`src/rtl/cmd_seq_pkg.sv`:
```
// Shared opcodes, state encoding and command decode helpers for cmd_sequencer.
package cmd_seq_pkg;

  localparam int unsigned OP_W   = 4;
  localparam int unsigned MAX_CH = 32;

  localparam logic [OP_W-1:0] OP_LOAD  = 4'b0000;
  localparam logic [OP_W-1:0] OP_CONV  = 4'b0001;
  localparam logic [OP_W-1:0] OP_WRITE = 4'b0010;
  localparam logic [OP_W-1:0] OP_PRINT = 4'b0100;
  localparam logic [OP_W-1:0] OP_END   = 4'b1000;

  typedef enum logic [1:0] {
    S_IDLE,
    S_RUN,
    S_HALT
  } state_t;

  // Which enable groups an opcode drives on its masked channels.
  typedef struct packed {
    logic rom;
    logic conv;
    logic ram;
    logic we;
  } en_sel_t;

  // END is legal with any mask; other phases need at least one channel.
  function automatic logic op_legal(input logic [OP_W-1:0] op,
                                    input logic [MAX_CH-1:0] mask);
    logic ok;
    ok = 1'b0;
    case (op)
      OP_LOAD, OP_CONV, OP_WRITE, OP_PRINT: ok = (mask != '0);
      OP_END:                               ok = 1'b1;
      default:                              ok = 1'b0;
    endcase
    return ok;
  endfunction

  function automatic en_sel_t op_enables(input logic [OP_W-1:0] op);
    en_sel_t s;
    s = '0;
    case (op)
      OP_LOAD:  s.rom = 1'b1;
      OP_CONV:  begin s.rom = 1'b1; s.conv = 1'b1; end
      OP_WRITE: begin s.rom = 1'b1; s.conv = 1'b1; s.ram = 1'b1; s.we = 1'b1; end
      OP_PRINT: s.ram = 1'b1;
      default:  s = '0;
    endcase
    return s;
  endfunction

endpackage

```
`src/rtl/cmd_sequencer_phase_counter.sv`:
```
// Down-counter holding the remaining active cycles of the current phase.
module phase_counter #(
  parameter int unsigned CNT_W = 8
) (
  input  logic             clk,
  input  logic             rst_n,
  input  logic             load,
  input  logic             dec,
  input  logic [CNT_W-1:0] load_val,
  output logic [CNT_W-1:0] count,
  output logic             zero_c
);

  always_ff @(posedge clk or negedge rst_n) begin
    if (!rst_n) begin
      count <= '0;
    end else if (load) begin
      count <= load_val;
    end else if (dec && (count != '0)) begin
      count <= count - CNT_W'(1);
    end
  end

  assign zero_c = (count == '0);

endmodule

```
`src/rtl/cmd_sequencer.sv`:
```
// N-channel command sequencer: accepts opcode+mask commands and holds
// per-channel enables for a programmed number of cycles.
module cmd_sequencer
  import cmd_seq_pkg::*;
#(
  parameter int unsigned NUM_CH       = 2,
  parameter int unsigned CNT_W        = 8,
  parameter int unsigned LOAD_CYCLES  = 16,
  parameter int unsigned CONV_CYCLES  = 64,
  parameter int unsigned WRITE_CYCLES = 16,
  parameter int unsigned PRINT_CYCLES = 16
) (
  input  logic                   clk,
  input  logic                   rst_n,
  input  logic                   cmd_valid,
  input  logic [OP_W+NUM_CH-1:0] cmd,
  output logic                   cmd_ready,
  output logic [NUM_CH-1:0]      rom_en,
  output logic [NUM_CH-1:0]      ram_en,
  output logic [NUM_CH-1:0]      ram_we,
  output logic [NUM_CH-1:0]      conv_en,
  output logic [NUM_CH-1:0]      finish,
  output logic                   busy,
  output logic                   done,
  output logic                   err,
  output logic                   halted
);

  localparam int unsigned CMD_W = OP_W + NUM_CH;

  state_t              state_q, state_d;
  logic [OP_W-1:0]     op_q, op_d;
  logic [NUM_CH-1:0]   mask_q, mask_d;

  logic [OP_W-1:0]     cmd_op;
  logic [NUM_CH-1:0]   cmd_mask;
  logic                accept;

  logic                cnt_load, cnt_dec, cnt_zero;
  logic [CNT_W-1:0]    cnt_load_val, cnt_val;

  logic                run_c, last_c;
  en_sel_t             sel;

  logic                ready_d, busy_d, done_d, err_d, halted_d;
  logic [NUM_CH-1:0]   rom_d, ram_d, we_d, conv_d, finish_d;

  assign cmd_op   = cmd[CMD_W-1:NUM_CH];
  assign cmd_mask = cmd[NUM_CH-1:0];
  assign accept   = cmd_valid && cmd_ready;

  // Counter preload is the phase length minus one.
  always_comb begin
    cnt_load_val = '0;
    case (cmd_op)
      OP_LOAD:  cnt_load_val = CNT_W'(LOAD_CYCLES - 1);
      OP_CONV:  cnt_load_val = CNT_W'(CONV_CYCLES - 1);
      OP_WRITE: cnt_load_val = CNT_W'(WRITE_CYCLES - 1);
      OP_PRINT: cnt_load_val = CNT_W'(PRINT_CYCLES - 1);
      default:  cnt_load_val = '0;
    endcase
  end

  phase_counter #(
    .CNT_W (CNT_W)
  ) u_phase_counter (
    .clk      (clk),
    .rst_n    (rst_n),
    .load     (cnt_load),
    .dec      (cnt_dec),
    .load_val (cnt_load_val),
    .count    (cnt_val),
    .zero_c   (cnt_zero)
  );

  always_ff @(posedge clk or negedge rst_n) begin
    if (!rst_n) begin
      state_q <= S_IDLE;
      op_q    <= '0;
      mask_q  <= '0;
    end else begin
      state_q <= state_d;
      op_q    <= op_d;
      mask_q  <= mask_d;
    end
  end

  // Next state plus next output values; outputs are registered below so
  // the first active cycle starts right after the accepting edge.
  always_comb begin
    state_d  = state_q;
    op_d     = op_q;
    mask_d   = mask_q;
    cnt_load = 1'b0;
    cnt_dec  = 1'b0;
    run_c    = 1'b0;
    last_c   = 1'b0;
    sel      = '0;
    ready_d  = 1'b0;
    busy_d   = 1'b0;
    done_d   = 1'b0;
    err_d    = 1'b0;
    halted_d = 1'b0;
    rom_d    = '0;
    ram_d    = '0;
    we_d     = '0;
    conv_d   = '0;
    finish_d = '0;

    case (state_q)
      S_IDLE: begin
        ready_d = 1'b1;
        if (accept) begin
          ready_d = 1'b0;
          if (cmd_op == OP_END) begin
            state_d  = S_HALT;
            halted_d = 1'b1;
          end else if (op_legal(cmd_op, MAX_CH'(cmd_mask))) begin
            state_d  = S_RUN;
            op_d     = cmd_op;
            mask_d   = cmd_mask;
            cnt_load = 1'b1;
            run_c    = 1'b1;
            last_c   = (cnt_load_val == '0);
          end else begin
            err_d = 1'b1;
          end
        end
      end
      S_RUN: begin
        if (cnt_zero) begin
          state_d = S_IDLE;
          ready_d = 1'b1;
        end else begin
          cnt_dec = 1'b1;
          run_c   = 1'b1;
          last_c  = (cnt_val == CNT_W'(1));
        end
      end
      S_HALT: begin
        halted_d = 1'b1;
      end
      default: begin
        state_d = S_IDLE;
      end
    endcase

    if (run_c) begin
      sel    = op_enables(op_d);
      busy_d = 1'b1;
      done_d = last_c;
      rom_d  = sel.rom  ? mask_d : '0;
      conv_d = sel.conv ? mask_d : '0;
      ram_d  = sel.ram  ? mask_d : '0;
      we_d   = sel.we   ? mask_d : '0;
      finish_d = (op_d == OP_PRINT && last_c) ? mask_d : '0;
    end
  end

  always_ff @(posedge clk or negedge rst_n) begin
    if (!rst_n) begin
      cmd_ready <= 1'b0;
      busy      <= 1'b0;
      done      <= 1'b0;
      err       <= 1'b0;
      halted    <= 1'b0;
      rom_en    <= '0;
      ram_en    <= '0;
      ram_we    <= '0;
      conv_en   <= '0;
      finish    <= '0;
    end else begin
      cmd_ready <= ready_d;
      busy      <= busy_d;
      done      <= done_d;
      err       <= err_d;
      halted    <= halted_d;
      rom_en    <= rom_d;
      ram_en    <= ram_d;
      ram_we    <= we_d;
      conv_en   <= conv_d;
      finish    <= finish_d;
    end
  end

endmodule

```
`config.mk`:
```
export PLATFORM = sky130hd
export DESIGN_NAME = cmd_sequencer
export DESIGN_NICKNAME = d
export VERILOG_FILES = /design/src/rtl/cmd_seq_pkg.sv /design/src/rtl/cmd_sequencer_phase_counter.sv /design/src/rtl/cmd_sequencer.sv
export SDC_FILE = /design/constraint.sdc
export NUM_CORES = 1
export LEC_CHECK = 0
export CAP_MARGIN = 40
export CORE_UTILIZATION = 45
export DETAILED_ROUTE_END_ITERATION = 6
export GPL_ROUTABILITY_DRIVEN = 0
export PLACE_DENSITY = 0.81
export SLEW_MARGIN = 20
export SYNTH_ARGS = -nofsm -noshare
export SYNTH_HDL_FRONTEND = slang
export SYNTH_HIERARCHICAL = 1
export SYNTH_SLANG_ARGS = --single-unit
export TNS_END_PERCENT = 30
```
`constraint.sdc`:
```
create_clock -name clk -period 7 [get_ports clk]
set_input_delay 1.75 -clock clk [delete_from_list [all_inputs] [get_ports clk]]
set_output_delay 1.75 -clock clk [all_outputs]
set_load 0.05 [all_outputs]
```
==> Yosys cells after proc, flatten, opt, wreduce, memory -nomap -nowiden <==
Cells that the tools add are included.
{ "word_totals": {"n_memories": 0, "latch_bits": 0, "output_inout_bits": 15, "rom_bits": 0, "ram_bits": 0, "input_bits": 9, "ff_bits": 31, "elab_cells": 108} }
{ "classes": {"n_reduce_logical": 17, "n_addsub": 1, "multipliers": 0, "n_eq_ne": 13, "magnitude_cmp": 0, "shift": 0, "n_bitwise": 1, "mux": 62, "n_div": 0} }
{ "ops": {"columns": ["operator", "n"], "rows": [
  ["$mux 2", 18],
  ["$mux 1", 32],
  ["$logic_not 8->1", 2],
  ["$mux 4", 4],
  ["$mux 8", 2],
  ["$pmux 6 s2", 1],
  ["$eq 4x1->1 const B", 2],
  ["$eq 4x2->1 const B", 2],
  ["$eq 4x3->1 const B", 2],
  ["$eq 8x1->1 const B", 1],
  ["$logic_not 4->1", 2],
  ["$pmux 1 s2", 4],
  ["$reduce_bool 8->1", 1],
  ["$sub 8x1->8 const B", 1],
  ["$pmux 2 s3", 1],
  ["$reduce_or 3->1", 2],
  ["$eq 4x4->1 const B", 1],
  ["$ne 2x2->1 const B", 2],
  ["$reduce_and 4->1", 1],
  ["$reduce_bool 2->1", 2],
  ["$reduce_or 2->1", 2],
  ["$reduce_or 4->1", 1],
  ["$logic_and 1x1->1", 3],
  ["$ne 3x3->1 const B", 1],
  ["4 further kinds", 4]
]} }

==> Depth between registers and ports, before layout <==
Gate-level depths: netlist of the first run.
{ "depth": {"depth_word": 16, "depth_mapped": 10} }

==> Modules after synthesis <==
Netlist of the first run, hierarchy kept.
{ "by_module_without_submodules": {"columns": ["module", "cells_per_inst", "seq_area_each_um2", "area_each_um2", "n_inst"], "rows": [
  ["cmd_sequencer", 96, 575.6, 1024.7, 1],
  ["phase_counter", 58, 200.2, 528.0, 1]
]} }

==> Worst setup path after synthesis of the first run <==
No wires, ideal clock.
{ "synth_path": {"path_type": "input to register", "startpoint": "input port cmd[3]", "endpoint": "register u_phase_counter.count[7]", "t_arrival_ns": 3.346, "cell_stages": 8, "setup_ns": 0.126, "setup_slack_ns": 3.528, "n_path_buf": 2, "cell_sequence": "buf_6 -> maj3_2 -> or3_1 -> buf_6 -> clkinv_4 -> clkinv_1 -> o311a_1 -> a221o_1"} }
{ "synth_between": {"elab_chain_len": 11} }
{ "synth_lines": {"columns": ["item", "line", "rtl"], "rows": [
  ["start: declaration", "cmd_sequencer.sv:16", "input logic [OP_W+NUM_CH-1:0] cmd,"],
  ["$eq 4x1->1, or another cell as far along", "cmd_seq_pkg.sv:32", "case (op)"],
  ["$reduce_or 4->1", "cmd_seq_pkg.sv:32", null],
  ["$mux 1", null, null],
  ["$mux 1", "cmd_sequencer.sv:115", "if (cmd_op == OP_END) begin"],
  ["$mux 1", "cmd_sequencer.sv:113", "if (accept) begin"],
  ["$mux 1", "cmd_sequencer.sv:110", "case (state_q)"],
  ["$mux 1", "cmd_sequencer.sv:118", "end else if (op_legal(cmd_op, MAX_CH'(cmd_mask))) begin"],
  ["$mux 1 (*)", "cmd_sequencer.sv:115", null],
  ["$mux 1 (*)", "cmd_sequencer.sv:113", null],
  ["$mux 1 (*)", "cmd_sequencer.sv:110", null],
  ["net cnt_load", "cmd_sequencer.sv:39", "logic cnt_load, cnt_dec, cnt_zero;"],
  ["$mux 8 / $reduce_bool 2->1 (equally long branches)", null, null],
  ["end signal: assignment", "cmd_sequencer_phase_counter.sv:18", "count <= load_val;"],
  ["end signal: assignment", "cmd_sequencer_phase_counter.sv:20", "count <= count - CNT_W'(1);"],
  ["end: declaration", "cmd_sequencer_phase_counter.sv:10", "output logic [CNT_W-1:0] count,"]
]} }
The timed path passes the listed nets; every way through them passes the cells marked *. The select of a mux whose other input is x is not followed.
A chain may end at the register's enable or synchronous reset.

==> Worst setup path after layout of the first run <==
Same ends and word-level chain as after synthesis.

==> results.toml, run 1 <==
[sta]
rsz0062_at_grt = "false"
period_share_pct = 57.1
fin_setup_tns_ns = 0
worstMarginPinSlew_ns = 0.678
setup_violations = 0
fmax_mhz = 250
layout_setup_ws_ns = 3.00
drv_slew = 0
hold_violations = 0
skew_ns = 0.0131
min_period_ns = 4.00
relSlewSlack_pct = 54.4

[worst_setup_path]
worst_ep_required_time_ns = 7.23
reg2reg_slack_ns = 4.08
worst-setup-path-type = "in2reg"
critPathArrivalTime_ns = 4.23
worstSetupEndpointType = "flop"
crit_fanout = 21
startpoint_type = "input port"

[synthesis]
ys_ff_latch = 31
netlist_area_sq_um = 1550
yosysSeqAreaShare_pct = 50.0
yosysUniqueCellTypes = 49
ys_warn_count = 6
synth-edff-count = 0
async_flop_share_pct = 100
synthFlopType = "dfrtp_1"
avgSynthCellArea_sq_um = 10.1
syn_inst = 154

[placed_design]
dp_slack_ns = 2.66
port_buffers = 23
dpl.hpwl_mm = 2.27
dp.cells = 216
dpl-instance-area_sq_um = 1810

[finish]
nets = 190
layout-drive-gt1-share_pct = 7.78
areaGrowthSynthToFinish_pct = 20.0
nFillCells = 288
final_cells = 224
diodes = 0
fin_area_sq_um = 1860
utilization_pct = 59.1

[floorplanning]
initial_core_util_pct = 49.2
rows = 20
die_w_microns = 60.7
die-area_sq_um = 3690
ios = 24
core_area_sq_um = 3150
dieHeight_microns = 60.7

[grt]
grt-ovfl-total = 0
track_usage_pct = 20.8
antenna_found_initial = 0
grt_pass1_vias = 1163
grt_max_degree = 32
grt_pass1_wl_mm = 5.47

[route]
drtIter0Drc = 40
drt_wl_total_mm = 3.12
drtPass1Iterations = 4
via_count = 1259
drcViolationCount = 0
drtAntennaViolNets = 0
routed_via_density = 5.62
routedWlPerCell_microns = 13.9

[power]
powerDensity_nw_per_um2 = 159
p_sw_w = 0.0000730
power_frac_comb_pct = 5.1
peakVddDrop_mv = 0.114
seqPwrFrac_pct = 60.3
clkPwrFrac_pct = 34.6
power.leakage_nw = 0.781
swShare_pct = 24.6
internal_power_w = 0.000223

[cts]
cts_resized = 0
cts-buffers-inserted = 5
cts.clk_slew.worst_paths_ns = 0.10
worstSkewPairLatency_ns = 0.34
clock_path_buffers = 2
cts_sinks = 31
h-tree-depth = 2
clock-root-buffer = "clkbuf_4"
holdBufCountCts = 0
cts_tree = "done"
postCtsSetupRepairBufs = 0

[status]
status = "finished clean"

[min_path]
hold_path.class = "reg2reg"

[run]
maxCapViolCount = 0
-- registers in the layout (all words and copies together), names as in the netlist, 2 cells and up --
register               count
finish                     2
rom_en                     2
conv_en                    2
state_q                    2
u_phase_counter/count      8
op_q                       4
ram_en                     2
ram_we                     2
mask_q                     2
-- power by group through the flow --
stage	logic, W	clock network [W]	registers [W]
after detailed placement	0.0000153	0	0.000182
after global placement	0.0000148	0	0.000182
final	0.0000151	0.000103	0.000179
after global routing	0.0000172	0.000114	0.000179
after CTS	0.0000153	0.000106	0.000179
after floorplan	0.00000478	0	0.000183
-- synth_stat cells, drive strengths merged, types with 2 or more instances --
library cell | n | area, sq um
a211o | 2 | 18.8
a21oi | 5 | 25.0
a221o | 2 | 20.0
a31oi | 6 | 37.5
a32oi | 3 | 26.3
buf | 4 | 32.5
clkbuf | 3 | 11.3
clkinv | 2 | 12.5
dfrtp | 31 | 776
ha | 2 | 25.0
inv | 5 | 18.8
mux2i | 2 | 20.0
nand2 | 12 | 45.0
nand3 | 3 | 15.0
nand4 | 2 | 12.5
nor2 | 17 | 63.8
nor2b | 4 | 25.0
nor3 | 5 | 25.0
nor3b | 3 | 22.5
nor4 | 3 | 18.8
nor4b | 3 | 26.3
o21ai | 5 | 25.0
or3 | 2 | 12.5
or3b | 3 | 26.3
or4 | 3 | 22.5
xor2 | 3 | 26.3
-- worst max-delay path: stages --
cell and delay [ns]:
clkdlybuf4s50_1 0.53, maj3_2 0.37, or3_1 0.61, clkinv_4 0.24, clkinv_1 0.26, o311a_1 0.20, a221o_1 0.25
-- path summary, 6_finish.rpt --
| path | start | to | depth (start not counted) |
|---|---|---|---|
| worst max-delay path | cmd[3] | u_phase_counter/count[7] | 7 |
| worst min-delay path | state_q[1] | cmd_ready | 1 |
| worst max register to register | u_phase_counter/count[0] | u_phase_counter/count[3] | 9 |
| worst min register to register | state_q[1] | cmd_ready | 1 |
| max in group asynchronous | rst_n | conv_en[1] | 2 |
| min in group asynchronous | rst_n | err | 2 |
-- cell usage in the layout (no fill, tap or decap), types with 2 or more instances in the layout --
cell | netlist | final
ha_1 | 2 | 2
nand2_1 | 12 | 12
nor4_1 | 3 | 3
o21ai_0 | 5 | 5
or3_1 | 2 | 2
conb_1 | 1 | 2
a221o_1 | 2 | 2
nor2b_1 | 4 | 4
inv_1 | 5 | 5
clkdlybuf4s50_1 | 0 | 23
mux2i_1 | 2 | 2
nor4b_1 | 3 | 3
or3b_1 | 2 | 2
clkbuf_4 | 0 | 5
dfrtp_1 | 31 | 31
or4_1 | 3 | 3
nor3b_1 | 3 | 3
nand4_1 | 2 | 2
clkinvlp_4 | 0 | 2
nand3_1 | 3 | 3
a31oi_1 | 6 | 6
nor2_1 | 17 | 17
nor3_1 | 5 | 5
a32oi_1 | 3 | 3
xor2_1 | 3 | 3
a21oi_1 | 5 | 5
-- cell type report --
class	instances	area, sq um	share of cell area, %
Clock buffer	5	37.5	2.01
Clock inverter	3	20.0	1.07
Inverter	7	31.3	1.68
Multi-Input combinational cell	110	706	37.9
Sequential cell	31	776	41.6
Tap cell	44	55.1	2.95
Timing Repair Buffer	24	238	12.8
-- stage by stage --
stage                     hold slack (ns)  power (W)
final                               0.499   0.000297
after global placement              0.477   0.000197
after global routing                0.541   0.000310
after CTS                           0.501   0.000300
after detailed placement            0.489   0.000198
after floorplan                     0.453   0.000187
-- cell families (layout without fill, tap and decap cells) --
logic type                 after synthesis  in the layout  synth area share (%)
muxes                                    3              3                  2.01
other                                    1              2                 0.242
adders and majority gates                3              3                  2.34
DFF                                     31             31                  50.0
buffers and inverters                   14             39                  4.83
and+or+nand+nor                         64             64                  22.5
AOI/OAI and AO/OA                       34             34                  15.9
xor gates and xnor gates                 4              4                  2.26
-- metal layers --
metal | part of all wire [%] | track usage [%] | wire, microns
met5 | 0 | 0 | 0
met1 | 47 | 28.0 | 1470
met2 | 46 | 31.1 | 1430
met3 | 5.7 | 7.04 | 177
met4 | 1.4 | 8.44 | 44
Note: power is estimated with default switching activity, not from simulation.
==> run 2, diff against run 1 <==
--- a/config.mk
+++ b/config.mk
@@ -9,7 +9,7 @@
 export CORE_UTILIZATION = 45
 export DETAILED_ROUTE_END_ITERATION = 6
 export GPL_ROUTABILITY_DRIVEN = 0
-export PLACE_DENSITY = 0.81
+export PLACE_DENSITY = 0.83
 export SLEW_MARGIN = 20
 export SYNTH_ARGS = -nofsm -noshare
 export SYNTH_HDL_FRONTEND = slang
==> constraint.sdc (replaced) <==
create_clock -name clk -period 3.5 [get_ports clk]
set_input_delay 0.875 -clock clk [delete_from_list [all_inputs] [get_ports clk]]
set_output_delay 0.875 -clock clk [all_outputs]
set_load 0.05 [all_outputs]
==> run 2 against run 1 <==
Compared with the run above: non-clock buffer count increased by 1; worst hold slack gained 0.0032 ns; critical path depth is 2 higher; clock power up 84%; cell area grew 0.13%; count of clock-buffer cells in the layout unchanged; clock skew shrank 0.0022 ns; setup slack worse by 2.5 ns; final cell count rose by 0.45%; total power rose by 95%; die area unchanged; sequential share of layout area fell by 0.056 points; highest routed layer unchanged.
==> results.toml, run 2 (synthesized netlist as in run 1, its figures left out) <==
[finish]
diodes = 0
multi_input_area_sq_um = 706
layout_commonest_cell = "dfrtp_1"
nFillCells = 295
top_register = "u_phase_counter/count"
reg_top3 = "u_phase_counter/count (8), op_q (4)"
final-seq-area_sq_um = 776
nets = 191
layout-drive-gt1-share_pct = 8.29
largest_register_ffs = 8
areaGrowthSynthToFinish_pct = 20.1
layout_common_cells = "dfrtp_1 (31), clkdlybuf4s50_1 (23), nor2_1 (17)"

[placed_design]
dpl.hpwl_mm = 2.42
port_buffers = 23
dp_slack_ns = 0.228

[route]
routed_via_density = 5.82
drtIter0Drc = 48
drtPass1Iterations = 4
drt_wl_total_mm = 3.34
via_count = 1310
drtAntennaViolNets = 0
drcViolationCount = 0
routedWlPerCell_microns = 14.8

[cts]
cts_sinks = 31
postCtsSetupRepairBufs = 0
clock-root-buffer = "clkbuf_4"
cts_tree = "done"
h-tree-depth = 2
cts-buffers-inserted = 5
clock_path_buffers = 2
worstSkewPairLatency_ns = 0.32
holdBufCountCts = 0
cts_resized = 0
cts.clk_slew.worst_paths_ns = 0.09

[sta]
skew_ns = 0.0109
min_period_ns = 3.04
rsz0062_at_grt = "false"
relSlewSlack_pct = 58.2
fmax_mhz = 329
period_share_pct = 86.9
setup_violations = 0
layout_setup_ws_ns = 0.459
hold_violations = 0
worstMarginPinSlew_ns = 0.621
fin_setup_tns_ns = 0
drv_slew = 0
hold_slack_ns = 0.503

[worst_setup_path]
reg2regPathDepth = 9
worst_ep_required_time_ns = 3.70
reg2reg_slack_ns = 0.46
crit_fanout = 7
r2r_start = "u_phase_counter/count[0]"
critPathLaunch = "u_phase_counter/count[0]"
worst-setup-path-type = "reg2reg"
worstSetupEndpointType = "flop"
startpoint_type = "flop"
crit_end = "u_phase_counter/count[7]"
r2r_end = "u_phase_counter/count[7]"
critPathArrivalTime_ns = 3.24

[floorplanning]
core_area_sq_um = 3150
rows = 20
die-area_sq_um = 3690
initial_core_util_pct = 49.2
ios = 24
die_w_microns = 60.7
dieHeight_microns = 60.7

[status]
status = "finished clean"

[grt]
grt-ovfl-total = 0
grt_util_met2_pct = 33.4
track_usage_pct = 20.2
use_met1_pct = 25.3
grt_pass1_vias = 1239
gr-usage-met3_pct = 4.05
antenna_found_initial = 0
grt_max_degree = 32
grt_pass1_wl_mm = 5.43
busiest_layer = "met2"

[min_path]
min-delay-start = "state_q[1]"
whs_path_depth = 1
hold_path.class = "reg2reg"

[power]
powerDensity_nw_per_um2 = 310
peakVddDrop_mv = 0.195
power.leakage_nw = 0.793

[run]
maxCapViolCount = 0
## run 2: cell count changes in the layout (fill, tap and decap cells not counted), sizes merged
cell      delta
clkinv       +2
buf          +1
clkinvlp     -2
## run 2: worst min path at each step
stage / endpoint / slack [ns]
after floorplan: cmd_ready / 0.45
after global placement: cmd_ready / 0.48
after detailed placement: cmd_ready / 0.49
after CTS: cmd_ready / 0.51
after global routing: cmd_ready / 0.53
final: cmd_ready / 0.50
## run 2: where the power goes
group          total (W)  internal (W)  switching, W
Clock           0.000190     0.0000746      0.000116
Sequential      0.000358      0.000358             0
Combinational  0.0000304     0.0000125     0.0000179
Total           0.000578      0.000445      0.000133
## run 2: metrics by stage
| step | instance area (sq um) | utilization [%] | std cells | total power, W |
|---|---|---|---|---|
| detailed placement | 1810 | 57.5 | 217 | 0.000396 |
| CTS | 1870 | 59.2 | 225 | 0.000585 |
| finish | 1870 | 59.2 | 225 | 0.000578 |
| floorplan | 1560 | - | 155 | 0.000375 |
| global placement | 1810 | 57.5 | 217 | 0.000395 |
| global route | 1870 | 59.2 | 225 | 0.000602 |
## run 2: per-layer routing
layer | vias up | wire, microns
li1 | 615 | -
met1 | 618 | 1420
met2 | 67 | 1620
met3 | 10 | 226
met4 | 0 | 79
met5 | - | 0
## run 2: critical path, cell delays in order, from the launching register on
cell and delay [ns]:
dfrtp_1 0.43, inv_1 0.10, ha_1 0.24, or3b_2 0.24
nor2_1 0.09, or3b_1 0.48, inv_1 0.24, or3b_1 0.47
o311a_1 0.35, a221o_1 0.28
## run 2: final cells by class
type,instances,area share [%]
flip-flops and latches,31,41.6
multi-input cells,110,37.8
repair buffers,25,13.1
well taps,44,2.95
clock buffers,5,2.01
inverters,7,1.68
clock inverters,3,0.805
